**config.mk**
```make
export PLATFORM = sky130hd
export DESIGN_NAME = pwr_ctrl_flat
export DESIGN_NICKNAME = d
export VERILOG_FILES = /design/src/rtl/lpv_pkg.sv /design/src/rtl/pwr_ctrl_if.sv /design/src/rtl/pwr_ctrl.sv /design/src/flat_wrapper.sv
export SDC_FILE = /design/constraint.sdc
export NUM_CORES = 1
export LEC_CHECK = 0
export ABC_AREA = 1
export CORE_ASPECT_RATIO = 1.1
export CORE_MARGIN = 2
export CORE_UTILIZATION = 25
export CTS_BUF_LIST = sky130_fd_sc_hd__clkbuf_16
export DETAILED_ROUTE_END_ITERATION = 8
export DONT_BUFFER_PORTS = 1
export GPL_ROUTABILITY_DRIVEN = 0
export PLACE_DENSITY = 0.45
export SKIP_LAST_GASP = 1
export SLEW_MARGIN = 20
export SYNTH_ARGS = -nofsm -noshare
export SYNTH_HDL_FRONTEND = slang
export SYNTH_SLANG_ARGS = --single-unit
```
**constraint.sdc**
```tcl
create_clock -name clk -period 1.51 [get_ports clk]
set_input_delay 0.453 -clock clk [delete_from_list [all_inputs] [get_ports clk]]
set_output_delay 0.453 -clock clk [all_outputs]
set_load 0.01 [all_outputs]
```
**src/rtl/lpv_pkg.sv**
```systemverilog
// Shared low-power types and defaults: sequencer state encoding and timing defaults.
package lpv_pkg;

  typedef enum logic [2:0] {
    ST_ON      = 3'd0,
    ST_ISO     = 3'd1,
    ST_SAVE    = 3'd2,
    ST_PSW_OFF = 3'd3,
    ST_OFF     = 3'd4,
    ST_PSW_ON  = 3'd5,
    ST_RESTORE = 3'd6,
    ST_DEISO   = 3'd7
  } pwr_state_t;

  localparam int ISO_DLY_DEF     = 2;
  localparam int PSW_TIMEOUT_DEF = 15;

  function automatic int max_int(input int a, input int b);
    return (a > b) ? a : b;
  endfunction

endpackage

```
**src/rtl/pwr_ctrl_if.sv**
```systemverilog
// Control/status bundle between the tx power domain, its power switch and the sequencer.
interface pwr_ctrl_if;
  import lpv_pkg::*;

  logic       idle;
  logic       wake_req;
  logic       psw_ack;
  logic       psw_en;
  logic       iso_en;
  logic       save;
  logic       restore;
  logic       pwr_up;
  logic       pwr_err;
  pwr_state_t state;

  modport master (
    output idle, wake_req, psw_ack,
    input  psw_en, iso_en, save, restore, pwr_up, pwr_err, state
  );

  modport slave (
    input  idle, wake_req, psw_ack,
    output psw_en, iso_en, save, restore, pwr_up, pwr_err, state
  );

endinterface

```
**src/rtl/pwr_ctrl.sv**
```systemverilog
// Tx power-domain sequencer: isolate -> save -> switch off, and switch on -> restore -> de-isolate.
// State | meaning: ON usable, ISO clamping, SAVE retention pulse, PSW_OFF rail dropping,
// OFF domain down, PSW_ON rail rising, RESTORE retention pulse, DEISO releasing clamps.
module pwr_ctrl
  import lpv_pkg::*;
#(
  parameter int ISO_DLY     = ISO_DLY_DEF,
  parameter int PSW_TIMEOUT = PSW_TIMEOUT_DEF
) (
  input  logic         clk,
  input  logic         reset,
  pwr_ctrl_if.slave    bus
);

  localparam int CNT_MAX = max_int(ISO_DLY, PSW_TIMEOUT);
  localparam int CNT_W   = $clog2(CNT_MAX + 1);
  localparam logic [CNT_W-1:0] ISO_LAST = CNT_W'(ISO_DLY - 1);
  localparam logic [CNT_W-1:0] PSW_LAST = CNT_W'(PSW_TIMEOUT - 1);
  localparam logic [CNT_W-1:0] CNT_SAT  = CNT_W'(CNT_MAX);

  pwr_state_t       r_state;
  logic [CNT_W-1:0] r_cnt;
  logic             r_psw_en, r_iso_en, r_save, r_restore, r_pwr_up, r_pwr_err;

  pwr_state_t       w_state_nxt;
  logic [CNT_W-1:0] w_cnt_nxt;
  logic             w_psw_en_nxt, w_iso_en_nxt, w_save_nxt, w_restore_nxt;
  logic             w_pwr_up_nxt, w_pwr_err_nxt;
  logic             w_iso_done, w_psw_to;

  assign w_iso_done = (r_cnt == ISO_LAST);
  assign w_psw_to   = (r_cnt == PSW_LAST);

  always_ff @(posedge clk or posedge reset) begin
    if (reset) begin
      r_state   <= ST_ON;
      r_cnt     <= '0;
      r_psw_en  <= 1'b1;
      r_iso_en  <= 1'b0;
      r_save    <= 1'b0;
      r_restore <= 1'b0;
      r_pwr_up  <= 1'b1;
      r_pwr_err <= 1'b0;
    end else begin
      r_state   <= w_state_nxt;
      r_cnt     <= w_cnt_nxt;
      r_psw_en  <= w_psw_en_nxt;
      r_iso_en  <= w_iso_en_nxt;
      r_save    <= w_save_nxt;
      r_restore <= w_restore_nxt;
      r_pwr_up  <= w_pwr_up_nxt;
      r_pwr_err <= w_pwr_err_nxt;
    end
  end

  always_comb begin
    w_state_nxt = r_state;
    case (r_state)
      ST_ON:      if (bus.idle && !bus.wake_req) w_state_nxt = ST_ISO;
      ST_ISO:     if (bus.wake_req)              w_state_nxt = ST_DEISO;
                  else if (w_iso_done)           w_state_nxt = ST_SAVE;
      ST_SAVE:                                   w_state_nxt = ST_PSW_OFF;
      ST_PSW_OFF: if (!bus.psw_ack || w_psw_to)  w_state_nxt = ST_OFF;
      ST_OFF:     if (bus.wake_req)              w_state_nxt = ST_PSW_ON;
      ST_PSW_ON:  if (bus.psw_ack || w_psw_to)   w_state_nxt = ST_RESTORE;
      ST_RESTORE:                                w_state_nxt = ST_DEISO;
      ST_DEISO:   if (w_iso_done)                w_state_nxt = ST_ON;
      default:                                   w_state_nxt = ST_ON;
    endcase
  end

  // Outputs are a function of the state being entered, so they flip on the same edge.
  always_comb begin
    w_psw_en_nxt  = !((w_state_nxt == ST_PSW_OFF) || (w_state_nxt == ST_OFF));
    w_iso_en_nxt  = (w_state_nxt != ST_ON);
    w_pwr_up_nxt  = (w_state_nxt == ST_ON);
    w_save_nxt    = (w_state_nxt == ST_SAVE);
    w_restore_nxt = (w_state_nxt == ST_RESTORE);
    w_pwr_err_nxt = r_pwr_err
                  | ((r_state == ST_PSW_OFF) && bus.psw_ack  && w_psw_to)
                  | ((r_state == ST_PSW_ON)  && !bus.psw_ack && w_psw_to);
    if (w_state_nxt != r_state)
      w_cnt_nxt = '0;
    else if (r_cnt == CNT_SAT)
      w_cnt_nxt = r_cnt;
    else
      w_cnt_nxt = r_cnt + 1'b1;
  end

  assign bus.psw_en  = r_psw_en;
  assign bus.iso_en  = r_iso_en;
  assign bus.save    = r_save;
  assign bus.restore = r_restore;
  assign bus.pwr_up  = r_pwr_up;
  assign bus.pwr_err = r_pwr_err;
  assign bus.state   = r_state;

endmodule

```
**src/flat_wrapper.sv**
```systemverilog
// flat-port wrapper written by rule: the top's interface ports become plain ports
module pwr_ctrl_flat import lpv_pkg::*;
#(
  parameter int ISO_DLY     = ISO_DLY_DEF,
  parameter int PSW_TIMEOUT = PSW_TIMEOUT_DEF
)
  (clk, reset, bus_idle, bus_wake_req, bus_psw_ack, bus_psw_en, bus_iso_en, bus_save, bus_restore, bus_pwr_up, bus_pwr_err, bus_state);
  pwr_ctrl_if bus_i ();
  input  logic clk;
  input  logic reset;
  input wire logic [$bits(bus_i.idle)-1:0] bus_idle;
  input wire logic [$bits(bus_i.wake_req)-1:0] bus_wake_req;
  input wire logic [$bits(bus_i.psw_ack)-1:0] bus_psw_ack;
  output wire logic [$bits(bus_i.psw_en)-1:0] bus_psw_en;
  output wire logic [$bits(bus_i.iso_en)-1:0] bus_iso_en;
  output wire logic [$bits(bus_i.save)-1:0] bus_save;
  output wire logic [$bits(bus_i.restore)-1:0] bus_restore;
  output wire logic [$bits(bus_i.pwr_up)-1:0] bus_pwr_up;
  output wire logic [$bits(bus_i.pwr_err)-1:0] bus_pwr_err;
  output wire logic [$bits(bus_i.state)-1:0] bus_state;
  assign bus_i.idle = bus_idle;
  assign bus_i.wake_req = bus_wake_req;
  assign bus_i.psw_ack = bus_psw_ack;
  assign bus_psw_en = bus_i.psw_en;
  assign bus_iso_en = bus_i.iso_en;
  assign bus_save = bus_i.save;
  assign bus_restore = bus_i.restore;
  assign bus_pwr_up = bus_i.pwr_up;
  assign bus_pwr_err = bus_i.pwr_err;
  assign bus_state = bus_i.state;
  pwr_ctrl #(.ISO_DLY(ISO_DLY), .PSW_TIMEOUT(PSW_TIMEOUT)) u_core (.clk(clk), .reset(reset), .bus(bus_i));
endmodule
```
==> flow_summary.json <==
{
  "ys_top_cells_by_area": "sky130_fd_sc_hd__dfrtp_1 (34%), sky130_fd_sc_hd__dfstp_2 (6.4%), sky130_fd_sc_hd__inv_1 (6.4%)",
  "tritoncts": "yes",
  "failed_checks": "negative setup slack",
  "first_global_vias": 711,
  "power_density_nw_per_um2": 2230,
  "grt_use_total": 0.107,
  "worstPathRequired_ps": 1660,
  "layout.nets": 132,
  "proportion_of_power_drawn_by_flip_flops_and_latches": 0.261,
  "detail_route.drc_violations": 0,
  "hpwl_detailed_um": 1350,
  "final-hold-violation-count": 0,
  "cts.path.max_buffers": 2,
  "yosys.cell_types.count": 25,
  "max-cap-violations": 0,
  "core_area_um2": 3070,
  "cts.sinks": 13,
  "cts-buffers-inserted": 3,
  "syn-num-nets": 110,
  "period_share": 1.05,
  "synth.yosys.seq_area_share": 0.401,
  "fillCellCount": 312,
  "run_status": "finished, violations left",
  "syn-cell-area_um2": 818,
  "worst_setup_path_start_kind": "flip-flop",
  "register_area_um2": 330,
  "grt_antenna_before_repair": 0,
  "count_of_buffers_inserted_at_the_top_level_ports": 0,
  "critPathMaxFanout": 3,
  "synth_largest_type_area_fraction": 0.336,
  "synth.yosys.warnings": 0,
  "crit_path_top_delay_cell": "sky130_fd_sc_hd__dfrtp_1",
  "path_clk_slew_ps": 40,
  "fmax_achieved_ghz": 0.629,
  "crit_path_start": "u_core.r_cnt[1]",
  "grt_pass1_wl_um": 3060,
  "net-switching-power_mw": 1.10,
  "post-route-min-period_ps": 1590,
  "worst_reg_to_reg_setup_slack_ps": -80,
  "synth.avg_cell_area_um2": 8.02,
  "num_rows": 21,
  "number_of_diodes": 0,
  "cp_num_buf_inv": 4,
  "crit_path_cell_trace": "inv_1 > ha_2 > nand3_2 > nand2_1 > inv_1 > nor2_4 > nand3_4 > buf_4 > buf_4 > nand2_1 > nand3_1",
  "die_h_um": 64.0,
  "drtPass1Iterations": 4,
  "synth_area_leader_cell": "sky130_fd_sc_hd__dfrtp_1",
  "setup-violations-final": 7,
  "tightestPinTransition_ps": 502,
  "initial_cell_density_of_the_core": 0.266,
  "maximum_number_of_pins_on_one_net_before_global_route_repair": 14,
  "synth-seq-cells": 13,
  "setup.worst_path.end": "u_core.bus.psw_en",
  "final_max_slew_viol_count": 0,
  "post-layout-total-power_mw": 2.56,
  "combinationalPowerShare": 0.551,
  "min_delay_path_class": "in -> async",
  "postLayoutCoreUtil": 0.374,
  "placement.setup.worst_slack_ps": -106,
  "vias": 721,
  "drt.antenna.violating_nets": 0,
  "wp_depth": 11,
  "max-slew-margin-rel": 0.665,
  "endpoint_kind": "flip-flop",
  "power.static_leakage_nw": 0.572,
  "detailedRoute.firstIterationViolations": 21,
  "mostFrequentLayoutCells": "sky130_fd_sc_hd__buf_4 (18), sky130_fd_sc_hd__inv_1 (14), sky130_fd_sc_hd__nor2_1 (12)",
  "cts_root_buf": "sky130_fd_sc_hd__clkbuf_16",
  "unrepaired_setup_endpoints_after_global_routing": "true",
  "switching_share": 0.430,
  "areaGrowthSynthToFinish_pct": 40.4,
  "reg_to_reg_critical_path_startpoint": "u_core.r_cnt[1]",
  "postRouteWirelength_um": 1810,
  "via_per_inst": 4.59,
  "critical_path_arrival_ps": 1740,
  "holdBufCountCts": 0,
  "io_pins": 14,
  "setup_slack_ps": -79.8,
  "globalRoute.totalOverflow": 0,
  "syn_inst": 102,
  "chipWidth_um": 58.6,
  "crit_path_max_incr_delay_ps": 410,
  "floorplan.die_area_um2": 3750,
  "cts_max_level": 1,
  "layout-drive-gt1-share": 0.472,
  "layout.cells.most_common": "sky130_fd_sc_hd__buf_4",
  "clock_power_share": 0.188,
  "critPathKind": "reg -> reg",
  "skew_ps": 3.12,
  "internal_power_mw": 1.46,
  "per_cell_routed_wire_length_um": 11.5,
  "path_delay_family": "simple AND/OR/NAND/NOR gates",
  "multi_input_area_um2": 494,
  "peakVddDrop_mv": 1.02,
  "r2r_end": "u_core.bus.psw_en",
  "clock_latency_reported_for_the_late_side_of_the_worst_skew_pair_ps": 240,
  "worst-r2r-cell-count": 11
}
-- flip-flops by register name, indices dropped and copies added (netlist names) --
register	cells
u_core.r_cnt	4
u_core.bus.state	3
u_core.bus.iso_en	1
u_core.bus.psw_en	1
u_core.bus.pwr_err	1
u_core.bus.pwr_up	1
u_core.bus.restore	1
u_core.bus.save	1
-- worst min path at each step --
stage	depth (start not counted)	slack, ps	end	from
2_1_floorplan	1	330	u_core.bus.iso_en	reset
3_3_place_gp	1	400	u_core.bus.save	reset
3_5_place_dp	1	400	u_core.bus.save	reset
4_1_cts	1	150	u_core.r_cnt[2]	reset
5_1_grt	1	180	u_core.r_cnt[3]	reset
6_report	1	130	u_core.r_cnt[1]	reset
-- metal layers --
layer | routed length [um] | share of wire | vias up | track usage
li1 | - | - | 364 | -
met1 | 838 | 0.46 | 343 | 0.132
met2 | 882 | 0.49 | 12 | 0.169
met3 | 74 | 0.041 | 2 | 0.0304
met4 | 16 | 0.0088 | 0 | 0.0523
met5 | 0 | 0 | - | 0
-- power by group through the flow --
stage                     combinational (mW)  sequential, mW  clock [mW]
final                                   1.41           0.669       0.482
after global placement                  1.12           0.656           0
after CTS                               1.21           0.653       0.496
after detailed placement                1.13           0.653           0
after floorplan                        0.822           0.627           0
after global routing                    1.58           0.686       0.512
-- through the flow --
| stage | hold WS, ps | TNS [ps] | std cells | instance area, um^2 |
|---|---|---|---|---|
| 2_1_floorplan | 329 | 0 | 102 | 818 |
| 3_3_place_gp | 397 | -487 | 146 | 932 |
| 3_5_place_dp | 401 | -481 | 146 | 932 |
| 4_1_cts | 147 | -581 | 153 | 1050 |
| 5_1_grt | 180 | -1280 | 157 | 1150 |
| 6_report | 131 | -324 | 157 | 1150 |
-- synth_stat cells --
| master | n |
|---|---|
| sky130_fd_sc_hd__nor3_1 | 1 |
| sky130_fd_sc_hd__dfrtp_1 | 11 |
| sky130_fd_sc_hd__o21ai_1 | 1 |
| sky130_fd_sc_hd__buf_6 | 1 |
| sky130_fd_sc_hd__a21oi_1 | 1 |
| sky130_fd_sc_hd__nand2_2 | 5 |
| sky130_fd_sc_hd__o21ai_0 | 4 |
| sky130_fd_sc_hd__nand2_1 | 13 |
| sky130_fd_sc_hd__nand4_1 | 2 |
| sky130_fd_sc_hd__inv_1 | 14 |
| sky130_fd_sc_hd__o21a_1 | 1 |
| sky130_fd_sc_hd__o21bai_1 | 1 |
| sky130_fd_sc_hd__ha_1 | 3 |
| sky130_fd_sc_hd__nor2_1 | 14 |
| sky130_fd_sc_hd__inv_2 | 4 |
| sky130_fd_sc_hd__xor2_1 | 1 |
| sky130_fd_sc_hd__nand3_1 | 9 |
| sky130_fd_sc_hd__o211ai_1 | 1 |
| sky130_fd_sc_hd__nand4_2 | 1 |
| sky130_fd_sc_hd__or2_2 | 1 |
| sky130_fd_sc_hd__nor2_4 | 1 |
| sky130_fd_sc_hd__nand2_4 | 2 |
| sky130_fd_sc_hd__dfstp_2 | 2 |
| sky130_fd_sc_hd__nor2_2 | 4 |
| sky130_fd_sc_hd__nand3_2 | 4 |
-- cell families after synthesis --
group | synth area share
DFF | 0.401
buffers and inverters | 0.0963
xor gates and xnor gates | 0.0107
adders and majority gates | 0.0459
AOI/OAI and AO/OA | 0.0642
and+or+nand+nor | 0.382
-- timing repair --
item,CTS,global route
endpoints found under the setup margin,7,9
pin swaps,4,11
buffers inserted,3,4
gates resized for setup,4,18
-- layout make-up --
cell class | instances | share of cell area
Clock buffer | 3 | 0.0654
Clock inverter | 1 | 0.00327
Inverter | 18 | 0.0588
Multi-Input combinational cell | 70 | 0.430
Sequential cell | 13 | 0.288
Tap cell | 34 | 0.0370
Timing Repair Buffer | 18 | 0.118
Power figures use the tool's default switching activity.
